==> config.mk <==
export PLATFORM = sky130hd
export DESIGN_NAME = pht_update_sched
export DESIGN_NICKNAME = d
export VERILOG_FILES = /design/src/rtl/pht_update_sched_pkg.sv /design/src/rtl/pht_upd_fifo.sv /design/src/rtl/pht_update_sched.sv
export SDC_FILE = /design/constraint.sdc
export NUM_CORES = 1
export LEC_CHECK = 0
export BUFFER_PORTS_ARGS = -buffer_cell sky130_fd_sc_hd__buf_4
export CORE_ASPECT_RATIO = 2
export CORE_UTILIZATION = 60
export CTS_BUF_LIST = sky130_fd_sc_hd__clkbuf_4
export CTS_CLUSTER_DIAMETER = 40
export DETAILED_ROUTE_END_ITERATION = 12
export PLACE_DENSITY = 0.94
export REMOVE_ABC_BUFFERS = 1
export SLEW_MARGIN = 0
export SYNTH_ARGS = -nofsm -noshare
export SYNTH_HDL_FRONTEND = slang
export SYNTH_SLANG_ARGS = --single-unit
export TNS_END_PERCENT = 30
==> constraint.sdc <==
create_clock -name clk -period 3.1 [get_ports clk]
set_clock_uncertainty 0.05 [all_clocks]
set_input_delay 0.465 -clock clk [delete_from_list [all_inputs] [get_ports clk]]
set_output_delay 0.465 -clock clk [all_outputs]
set_load 0.1 [all_outputs]
==> src/rtl/pht_update_sched_pkg.sv <==
// Shared constants and types for the PHT update scheduler.
//   GSH_PHT_SEL      : PHT index width (2^GSH_PHT_SEL two-bit counters)
//   PHT_FIFO_DEPTH   : default number of buffered update entries
//   PHT_SCRUB_PASSES : default number of full PHT sweeps per scrub
package pht_update_sched_pkg;

  localparam int GSH_PHT_SEL      = 10;
  localparam int PHT_FIFO_DEPTH   = 4;
  localparam int PHT_SCRUB_PASSES = 3;

  typedef enum logic {
    ST_SCRUB = 1'b0,
    ST_RUN   = 1'b1
  } sched_state_t;

  typedef struct packed {
    logic                   cond;
    logic [GSH_PHT_SEL-1:0] ent;
  } pht_upd_t;

endpackage

==> src/rtl/pht_upd_fifo.sv <==
// Two-write / one-read FIFO of {cond, ent} PHT update entries.
//   clk, reset          : clock, asynchronous active-low reset
//   i_wr0_en/i_wr0_data : first write port (lands first in FIFO order)
//   i_wr1_en/i_wr1_data : second write port (lands after port 0 when both write)
//   i_rd_en             : pop the head entry
//   o_rd_data           : current head entry
//   o_count             : occupancy
// The caller guarantees no overflow/underflow; pointers wrap modulo DEPTH.
module pht_upd_fifo
  import pht_update_sched_pkg::*;
#(
  parameter int DEPTH = PHT_FIFO_DEPTH
) (
  input  logic                     clk,
  input  logic                     reset,
  input  logic                     i_wr0_en,
  input  pht_upd_t                 i_wr0_data,
  input  logic                     i_wr1_en,
  input  pht_upd_t                 i_wr1_data,
  input  logic                     i_rd_en,
  output pht_upd_t                 o_rd_data,
  output logic [$clog2(DEPTH):0]   o_count
);

  localparam int PW = $clog2(DEPTH);
  localparam int CW = PW + 1;

  pht_upd_t        r_mem [DEPTH];
  logic [PW-1:0]   r_wptr;
  logic [PW-1:0]   r_rptr;
  logic [CW-1:0]   r_count;
  logic [PW-1:0]   w_wptr_p1;

  assign w_wptr_p1 = r_wptr + PW'(1);

  // When only port 1 writes it takes the current write slot.
  always_ff @(posedge clk) begin
    if (i_wr0_en) r_mem[r_wptr] <= i_wr0_data;
    if (i_wr1_en) r_mem[i_wr0_en ? w_wptr_p1 : r_wptr] <= i_wr1_data;
  end

  always_ff @(posedge clk or negedge reset) begin
    if (!reset) begin
      r_wptr  <= '0;
      r_rptr  <= '0;
      r_count <= '0;
    end else begin
      r_wptr  <= r_wptr + PW'(i_wr0_en) + PW'(i_wr1_en);
      r_rptr  <= r_rptr + PW'(i_rd_en);
      r_count <= r_count + CW'(i_wr0_en) + CW'(i_wr1_en) - CW'(i_rd_en);
    end
  end

  assign o_rd_data = r_mem[r_rptr];
  assign o_count   = r_count;

endmodule

==> src/rtl/pht_update_sched.sv <==
// PHT update scheduler: scrubs the gshare PHT to all-zero counters after
// reset or on request, then drains buffered branch-resolution updates from
// two branch units into the PHT write port, one per cycle.
//   clk, reset                          : clock, asynchronous active-low reset
//   req{0,1}_valid/_cond/_ent/_ready    : update request handshakes
//   scrub_req                           : pulse to start a scrub (ignored in SCRUB)
//   pht_we/pht_wcond/pht_went           : registered PHT write port
//   scrub_busy                          : high while scrubbing
//   fifo_count                          : buffered entry count
//
// state    | meaning
// ST_SCRUB | writing not-taken to every PHT index, SCRUB_PASSES sweeps
// ST_RUN   | accepting requests and draining the FIFO
module pht_update_sched
  import pht_update_sched_pkg::*;
#(
  parameter int FIFO_DEPTH   = PHT_FIFO_DEPTH,
  parameter int SCRUB_PASSES = PHT_SCRUB_PASSES
) (
  input  logic                          clk,
  input  logic                          reset,
  input  logic                          req0_valid,
  input  logic                          req0_cond,
  input  logic [GSH_PHT_SEL-1:0]        req0_ent,
  output logic                          req0_ready,
  input  logic                          req1_valid,
  input  logic                          req1_cond,
  input  logic [GSH_PHT_SEL-1:0]        req1_ent,
  output logic                          req1_ready,
  input  logic                          scrub_req,
  output logic                          pht_we,
  output logic                          pht_wcond,
  output logic [GSH_PHT_SEL-1:0]        pht_went,
  output logic                          scrub_busy,
  output logic [$clog2(FIFO_DEPTH):0]   fifo_count
);

  localparam int CW  = $clog2(FIFO_DEPTH) + 1;
  localparam int PCW = $clog2(SCRUB_PASSES + 1);

  sched_state_t           r_state;
  sched_state_t           w_state_nxt;
  logic [GSH_PHT_SEL-1:0] r_scrub_addr;
  logic [PCW-1:0]         r_pass_cnt;
  logic                   r_pht_we;
  logic                   r_pht_wcond;
  logic [GSH_PHT_SEL-1:0] r_pht_went;
  logic [CW-1:0]          w_count;
  pht_upd_t               w_head;
  logic                   w_scrub_done;
  logic                   w_scrub_wr;
  logic                   w_deq;
  logic                   w_acc0;
  logic                   w_acc1;

  // The last sweep's final write has already been issued once the pass count
  // reaches SCRUB_PASSES; the following edge leaves SCRUB.
  assign w_scrub_done = (r_pass_cnt == PCW'(SCRUB_PASSES));
  assign w_scrub_wr   = (r_state == ST_SCRUB) && !w_scrub_done;

  always_comb begin
    w_state_nxt = r_state;
    w_deq       = 1'b0;
    req0_ready  = 1'b0;
    req1_ready  = 1'b0;
    case (r_state)
      ST_SCRUB: begin
        if (w_scrub_done) w_state_nxt = ST_RUN;
      end
      ST_RUN: begin
        // Ready looks only at the registered count, never at this cycle's dequeue.
        req0_ready = (w_count <  CW'(FIFO_DEPTH));
        req1_ready = (w_count <= CW'(FIFO_DEPTH - 2));
        if (scrub_req) w_state_nxt = ST_SCRUB;
        else           w_deq       = (w_count != '0);
      end
      default: w_state_nxt = ST_SCRUB;
    endcase
  end

  assign w_acc0 = req0_valid && req0_ready;
  assign w_acc1 = req1_valid && req1_ready;

  always_ff @(posedge clk or negedge reset) begin
    if (!reset) r_state <= ST_SCRUB;
    else        r_state <= w_state_nxt;
  end

  always_ff @(posedge clk or negedge reset) begin
    if (!reset) begin
      r_scrub_addr <= '0;
      r_pass_cnt   <= '0;
    end else if ((r_state == ST_RUN) && scrub_req) begin
      r_scrub_addr <= '0;
      r_pass_cnt   <= '0;
    end else if (w_scrub_wr) begin
      r_scrub_addr <= r_scrub_addr + GSH_PHT_SEL'(1);
      if (&r_scrub_addr) r_pass_cnt <= r_pass_cnt + PCW'(1);
    end
  end

  // wcond/went hold their last values whenever no write is issued.
  always_ff @(posedge clk or negedge reset) begin
    if (!reset) begin
      r_pht_we    <= 1'b0;
      r_pht_wcond <= 1'b0;
      r_pht_went  <= '0;
    end else if (w_scrub_wr) begin
      r_pht_we    <= 1'b1;
      r_pht_wcond <= 1'b0;
      r_pht_went  <= r_scrub_addr;
    end else if (w_deq) begin
      r_pht_we    <= 1'b1;
      r_pht_wcond <= w_head.cond;
      r_pht_went  <= w_head.ent;
    end else begin
      r_pht_we    <= 1'b0;
    end
  end

  pht_upd_fifo #(
    .DEPTH (FIFO_DEPTH)
  ) u_fifo (
    .clk        (clk),
    .reset      (reset),
    .i_wr0_en   (w_acc0),
    .i_wr0_data ('{cond: req0_cond, ent: req0_ent}),
    .i_wr1_en   (w_acc1),
    .i_wr1_data ('{cond: req1_cond, ent: req1_ent}),
    .i_rd_en    (w_deq),
    .o_rd_data  (w_head),
    .o_count    (w_count)
  );

  assign pht_we     = r_pht_we;
  assign pht_wcond  = r_pht_wcond;
  assign pht_went   = r_pht_went;
  assign scrub_busy = (r_state == ST_SCRUB);
  assign fifo_count = w_count;

endmodule

==> impl_metrics.yaml, run 1 <==
power_and_ir_drop:
  internal-power_mw: 1.88
  total_power_mw: 3.33
  power_frac_comb_pct: 40.8
  ir_worst_vdd_mv: 0.330
  p_leak_nw: 1.79
  p_sw_share_pct: 43.5
  netSwitchingPower_mw: 1.45
  p_seq_share_pct: 44.0
  p_clk_share_pct: 15.2
  power_density_nw_per_um2: 768
logic_synthesis:
  avgSynthCellArea_sq_um: 14.1
  yosysWarnings: 0
  yosys-top-cells-area: "edfxtp_1, dfrtp_1, mux2_1, mux4_2, mux2_2"
  synth-edff-count: 44
  synth_cells: 269
  yosysUniqueCellTypes: 39
  yosysSeqAreaShare_pct: 55.8
  synth-async-reset-ratio_pct: 42.1
  ys.flop_type: "edfxtp_1"
  yosysTopAreaCellShare_pct: 34.7
  synth_seq_cells: 76
  yosys.area.top_type: "edfxtp_1"
  synth_area_sq_um: 3800
clock_tree:
  cts_max_path_buffers: 2
  clock_latency_ns: 0.43
  cts-root-buf: "clkbuf_4"
  cts.sinks: 76
  cts_tree: "built"
  path_clk_slew_ns: 0.11
  cts_buffers: 9
  post_cts_buffers: 0
  htreeDepth: 3
grt:
  grt_antenna_before_repair: 0
  grt_pass1_vias: 2434
  grt_use_total_pct: 24.7
  grt_max_degree: 33
  overflow: 0
  grt_pass1_wl_um: 11800
min_path:
  worstHoldPathType: "input port to register"
timing:
  max_freq_ghz: 0.374
  worst_slack_ns: 0.426
  rsz0062_at_grt: "false"
  setup-tns-final_ns: 0
  hold_viol: 0
  period_minus_slack_ns: 2.67
  setup_viol: 0
  worst_pin_slew_ns: 0.725
  report.final.slew_viol_count: 0
  fin_crit_sh_pct: 86.2
  slew_headroom_pct: 51.7
final_layout:
  finalNonFillerCells: 409
  nNetsFinal: 359
  area_growth_pct: 14.1
  final_cell_mix: "buf_4, edfxtp_1, dfrtp_1, mux2_1, mux2_2"
  final_common_cell: "buf_4"
  diodes: 0
  fin_util_pct: 71.7
  drive_above_1_share_pct: 33.8
setup_path:
  path_cells: "inv_1 > ha_1 > mux2i_1 > and3_1 > inv_2 > ha_1 > inv_1 > fa_1 > fa_1 > xor2_1"
  worst-setup-path-type: "register to register"
  slowest_stage: "dfrtp_1"
  worst_setup_path_end_kind: "register"
  crit_required_ns: 3.37
  worstPathMaxFanout: 6
  max_stage_delay_ns: 0.44
  worstPathArrival_ns: 2.95
  critPathLaunchType: "register"
placed_design:
  dp_cells: 392
  gp_congestion: 0.874
  place_worst_setup_slack_ns: 0.449
  hpwl_um: 5420
  portBuffers: 44
detailed_routing:
  first_pass_iters: 4
  drt-total-wl_um: 7360
  antenna_left: 0
  route.detailed.drc: 0
  wire_per_inst_um: 18.0
  via_per_inst: 5.90
  drt_iter0_markers: 98
  route.vias.total: 2412
die:
  rows: 40
  start_util_pct: 62.8
  die_h_um: 115
  core_sq_um: 6060
  chipWidth_um: 58.3
  ios: 45
  dieArea_sq_um: 6680
run_status:
  outcome: "finished clean"
flow_run:
  max_cap_viol_count: 0
-- power groups by stage --
stage | combinational (mW) | clock [mW] | sequential (mW)
global placement | 1.32 | 0 | 1.48
finish | 1.36 | 0.506 | 1.47
global route | 1.44 | 0.545 | 1.50
detailed placement | 1.36 | 0 | 1.49
CTS | 1.36 | 0.516 | 1.47
floorplan | 0.558 | 0 | 1.92
-- state kept, by name, indices dropped and copies added, names as in the netlist --
signal,count
pht_wcond,1
pht_we,1
pht_went,10
r_pass_cnt,2
r_scrub_addr,10
r_state,1
u_fifo.o_count,3
u_fifo.r_mem,44
u_fifo.r_rptr,2
u_fifo.r_wptr,2
-- cells by family after synthesis --
group / Yosys count / synth area share [%]
flops: 76 / 55.8
simple gates: 58 / 8.26
compound gates: 34 / 6.71
fa+ha+maj: 12 / 4.54
buf+inv: 26 / 3.26
mux: 57 / 20.1
xor+xnor: 6 / 1.38
-- metrics by stage --
stage / area (sq um) / hold slack (ns)
2_1_floorplan: 3730 / 0.119
3_3_place_gp: 4220 / 0.373
3_5_place_dp: 4220 / 0.374
4_1_cts: 4340 / 0.269
5_1_grt: 4340 / 0.284
6_report: 4340 / 0.291
-- metal layers --
| layer | vias up | global-route usage (%) | wire length, um |
|---|---|---|---|
| li1 | 1117 | - | - |
| met1 | 1209 | 26.5 | 2640 |
| met2 | 63 | 43.6 | 4200 |
| met3 | 23 | 3.28 | 221 |
| met4 | 0 | 16.7 | 301 |
| met5 | - | 0 | 0 |
-- path summary, 6_finish.rpt --
kind	start	endpoint	slack (ns)	depth (start not counted)
setup reg to reg	u_fifo.o_count[2]	u_fifo.o_count[2]	0.43	10
min in group asynchronous	reset	u_fifo.r_wptr[1]	0.44	2
hold reg to reg	pht_wcond	pht_wcond	0.47	2
hold / removal	req0_ent[1]	u_fifo.r_mem[1][1]	0.29	2
max in group asynchronous	reset	r_scrub_addr[3]	2.26	2
setup / recovery	u_fifo.o_count[2]	u_fifo.o_count[2]	0.43	10
-- critical path, delay by kind of cell, from the launching register on --
family,cells,cell delay (ns)
buf+inv,3,0.22
flops,1,0.44
mux,1,0.21
simple gates,1,0.30
fa+ha+maj,4,1.21
xor+xnor,1,0.15
-- synth_stat cells, drive strengths merged, types with 4 or more instances --
library cell	number
and2	13
mux4	11
and3	6
dfrtp	32
o21ai	12
edfxtp	44
nand2	10
a221o	9
clkbuf	5
nand3	4
nor3	4
buf	8
nor2	12
inv	13
ha	9
mux2	44
-- repair_timing --
action	4_1_cts	5_1_grt
hold buffers	1	0
hold endpoints to repair	32	0
endpoints found under the setup margin	0	0
resized for setup	0	0
-- layout make-up --
type | instances | area (sq um)
clock inverter | 4 | 17.5
clock buffer | 12 | 90.1
timing repair buffer | 53 | 400
tap | 84 | 105
multi-input combinational | 167 | 1560
sequential | 76 | 2120
fill | 372 | 1710
inverter | 13 | 48.8
Power figures use the tool's default switching activity.
==> inputs of run 2 (changes only) <==
- CORE_UTILIZATION: 60 -> 58
- CTS_BUF_LIST: sky130_fd_sc_hd__clkbuf_4 -> unset
- PLACE_DENSITY: 0.94 -> 0.91
==> impl_metrics.yaml, run 2 (synthesized netlist as in run 1, its figures left out) <==
clock_tree:
  cts-resized-gates: 0
  htreeDepth: 3
  cts_tree: "built"
  path_clk_slew_ns: 0.05
  cts_buffers: 9
  post_cts_buffers: 0
  cts_max_path_buffers: 2
  cts.sinks: 76
  hold_buffers: 0
  clock_latency_ns: 0.33
  cts-root-buf: "clkbuf_16"
power_and_ir_drop:
  total_power_mw: 3.80
  ir_worst_vdd_mv: 0.581
  power_density_nw_per_um2: 842
  p_leak_nw: 1.86
final_layout:
  drive_above_1_share_pct: 33.2
  final_common_cell: "buf_4"
  multi_input_area_sq_um: 1560
  final_cell_mix: "buf_4, edfxtp_1, dfrtp_1, mux2_1, mux2_2"
  regArea_sq_um: 2120
  regMostFlops: "u_fifo.r_mem"
  area_growth_pct: 18.6
  nNetsFinal: 359
  diodes: 0
  largest_register_ff_count: 44
  finalNonFillerCells: 411
  fillers: 431
die:
  die_h_um: 117
  core_sq_um: 6310
  ios: 45
  chipWidth_um: 59.3
  start_util_pct: 60.3
  rows: 41
  dieArea_sq_um: 6910
detailed_routing:
  wire_per_inst_um: 18.8
  drt-total-wl_um: 7740
  route.vias.total: 2404
  first_pass_iters: 4
  antenna_left: 0
  drt_iter0_markers: 162
  via_per_inst: 5.85
  route.detailed.drc: 0
run_status:
  outcome: "finished clean"
timing:
  report.final.slew_viol_count: 0
  fin_crit_sh_pct: 87.8
  period_minus_slack_ns: 2.72
  rsz0062_at_grt: "false"
  slew_headroom_pct: 45.1
  setup_viol: 0
  max_freq_ghz: 0.367
  worst_pin_slew_ns: 0.821
  hold_slack_ns: 0.00996
  hold_viol: 0
setup_path:
  worstPathArrival_ns: 2.89
  slowest_stage: "dfrtp_1"
  max_stage_delay_ns: 0.43
  crit_family: "adder cells"
  worst-setup-path-type: "register to register"
  path_cells: "inv_1 > ha_1 > mux2i_1 > and3_1 > inv_2 > ha_1 > inv_1 > fa_1 > fa_1 > xor2_1"
  worst_setup_path_end_kind: "register"
  critPathLaunchType: "register"
  crit_required_ns: 3.27
  worstPathMaxFanout: 6
  crit_buf_inv: 3
grt:
  overflow: 0
  grt_use_total_pct: 25.4
  grt_max_degree: 33
  grt_pass1_vias: 2491
  grt_pass1_wl_um: 12400
  grt_antenna_before_repair: 0
placed_design:
  hpwl_um: 5400
  gp_congestion: 0.799
  dp_cells: 395
  portBuffers: 44
flow_run:
  max_cap_viol_count: 0
min_path:
  worstHoldPathType: "input port to async pin"
## run 2: changes by cell type in the layout (fill, tap and decap cells not counted), sizes merged
cell and change:
clkbuf +2, buf +1, clkinv -1, dlygate4sd3 -1
inv -1
## run 2: per-layer routing
layer / wire [um] / global-route usage (%)
met2: 4340 / 44.3
met1: 2920 / 27.6
met3: 254 / 5.87
met4: 219 / 14.3
met5: 0 / 0
## run 2: final cells by class
cell class                      count  area share, %
Tap cell                           86           2.39
Sequential cell                    76           47.1
Clock inverter                      2          0.222
Timing Repair Buffer               53           8.82
Inverter                           13           1.08
Multi-Input combinational cell    167           34.5
Clock buffer                       14           5.88
## run 2: path summary, 6_finish.rpt
kind                                        start                  to  slack (ns)  cells past startpoint
min in group clk                      req0_ent[3]  u_fifo.r_mem[0][3]        0.39                      2
worst max register to register  u_fifo.o_count[2]   u_fifo.o_count[2]        0.38                     10
worst min-delay path                        reset   u_fifo.o_count[2]        0.01                      1
max in group asynchronous                   reset     r_scrub_addr[1]        2.69                      1
worst min register to register        pht_went[8]         pht_went[8]        0.46                      1
worst max-delay path            u_fifo.o_count[2]   u_fifo.o_count[2]        0.38                     10
## run 2: metrics by stage
step / setup TNS, ns / worst slack (ns) / instance area [sq um] / util [%]
after floorplan: -0.0681 / -0.0681 / 3730 / -
final: 0 / 0.379 / 4510 / 71.5
after global placement: 0 / 0.511 / 4230 / 67.1
after CTS: 0 / 0.372 / 4510 / 71.5
after detailed placement: 0 / 0.395 / 4230 / 67.1
after global routing: 0 / 0.236 / 4510 / 71.5
## run 2: report_power, final
part | internal, mW | total (mW) | switching, mW
Sequential | 1.24 | 1.47 | 0.233
Combinational | 0.464 | 1.36 | 0.897
Clock | 0.588 | 0.964 | 0.375
==> inputs of run 3 (changes only) <==
- CORE_ASPECT_RATIO: 2 -> unset
==> impl_metrics.yaml, run 3 (synthesized netlist as in run 1, its figures left out) <==
timing:
  slew_headroom_pct: 47.6
  setup_viol: 0
  max_freq_ghz: 0.370
  rsz0062_at_grt: "false"
  worst_pin_slew_ns: 0.784
  fin_crit_sh_pct: 87.2
  period_minus_slack_ns: 2.70
  hold_viol: 0
  worst_slack_ns: 0.397
  report.final.slew_viol_count: 0
  setup-tns-final_ns: 0
power_and_ir_drop:
  p_leak_nw: 1.80
  ir_worst_vdd_mv: 0.529
  power_density_nw_per_um2: 802
detailed_routing:
  drt_iter0_markers: 106
  route.vias.total: 2377
  first_pass_iters: 4
  drt-total-wl_um: 7490
  via_per_inst: 5.93
  wire_per_inst_um: 18.7
  antenna_left: 0
  route.detailed.drc: 0
min_path:
  whs_endpoint: "u_fifo.r_mem[1][4]"
  hp-start: "req0_ent[4]"
  worstHoldPathType: "input port to register"
  holdPathStages: 2
final_layout:
  nNetsFinal: 358
  final_common_cell: "buf_4"
  area_growth_pct: 15.7
  final_cell_mix: "buf_4, edfxtp_1, dfrtp_1, mux2_1, mux2_2"
  regArea_sq_um: 2120
  multi_input_area_sq_um: 1560
  fin_util_pct: 69.3
  regMostFlops: "u_fifo.r_mem"
  fillers: 440
  diodes: 0
  largest_register_ff_count: 44
  drive_above_1_share_pct: 34.0
die:
  rows: 29
  start_util_pct: 59.9
  core_sq_um: 6350
  dieArea_sq_um: 6890
  die_h_um: 83.0
  ios: 45
  chipWidth_um: 83.0
flow_run:
  max_cap_viol_count: 0
clock_tree:
  path_clk_slew_ns: 0.09
  htreeDepth: 3
  cts.sinks: 76
  clock_latency_ns: 0.35
  cts_tree: "built"
  cts-root-buf: "clkbuf_8"
  cts_max_path_buffers: 2
  cts-resized-gates: 0
  cts_buffers: 9
setup_path:
  worstPathArrival_ns: 2.89
  crit_buf_inv: 3
  path_cells: "inv_1 > ha_1 > mux2i_1 > and3_1 > inv_2 > ha_1 > inv_1 > fa_1 > fa_1 > xor2_1"
  worstPathMaxFanout: 6
  crit_family: "adder cells"
  critPathLaunchType: "register"
  crit_required_ns: 3.29
  worst-setup-path-type: "register to register"
  max_stage_delay_ns: 0.43
  timing.rr.end: "u_fifo.o_count[2]"
  rrSetupSlack_ns: 0.40
  worst_setup_path_end_kind: "register"
  worstRegToRegCells: 10
  r2r_start: "u_fifo.o_count[2]"
  slowest_stage: "dfrtp_1"
grt:
  grt_pass1_wl_um: 12600
  overflow: 0
  grt_max_degree: 33
  grt_use_total_pct: 24.0
  grt_pass1_vias: 2528
  grt_antenna_before_repair: 0
placed_design:
  portBuffers: 44
  place_worst_setup_slack_ns: 0.404
  hpwl_um: 5150
  gp_congestion: 0.800
run_status:
  outcome: "finished clean"
[run 3: power breakdown]
part	switching, mW	total [mW]	internal (mW)
registers	0.232	1.47	1.24
logic	0.903	1.36	0.461
clock network	0.395	0.695	0.300
[run 3: how the worst max path moves through the flow]
stage                                  from  slack, ns  cells after the start                 to
after floorplan           u_fifo.o_count[2]      -0.07                     10  u_fifo.o_count[2]
after global placement    u_fifo.o_count[2]       0.51                     10  u_fifo.o_count[2]
after detailed placement  u_fifo.o_count[2]       0.40                     10  u_fifo.o_count[2]
after CTS                 u_fifo.o_count[2]       0.38                     10  u_fifo.o_count[2]
after global routing      u_fifo.o_count[2]       0.22                     10  u_fifo.o_count[2]
final                     u_fifo.o_count[2]       0.40                     10  u_fifo.o_count[2]
[run 3: layer usage]
layer / part of all wire (%) / track usage, %
met1: 41 / 30.2
met4: 2.1 / 9.25
met2: 52 / 41.4
met5: 0 / 0
met3: 4.7 / 4.57
[run 3: repair_timing]
| item | in CTS | in global routing |
|---|---|---|
| endpoints found under the hold margin | 32 | 0 |
| hold buffers | 1 | 0 |
| setup buffers | 0 | 0 |
[run 3: layout make-up]
| class | count | share of cell area, % |
|---|---|---|
| flip-flops and latches | 76 | 48.2 |
| well taps | 77 | 2.19 |
| repair buffers | 52 | 8.93 |
| inverters | 13 | 1.11 |
| clock buffers | 9 | 2.82 |
| multi-input cells | 167 | 35.4 |
| clock inverters | 7 | 1.31 |
[run 3: per-stage QoR]
stage          total power, mW  cell area (sq um)  hold WS (ns)  std cells
2_1_floorplan             2.48               3730         0.119        256
3_3_place_gp              2.79               4210         0.369        384
3_5_place_dp              2.85               4210         0.375        384
4_1_cts                   3.54               4400         0.358        401
5_1_grt                   3.69               4400         0.358        401
6_report                  3.53               4400         0.365        401
[run 3: worst register-to-register path, stage by stage, from the launching register on]
cell and delay [ns]:
dfrtp_1 0.43, inv_1 0.07, ha_1 0.15, mux2i_1 0.20
and3_1 0.32, inv_2 0.10, ha_1 0.29, inv_1 0.05
fa_1 0.40, fa_1 0.39, xor2_1 0.15
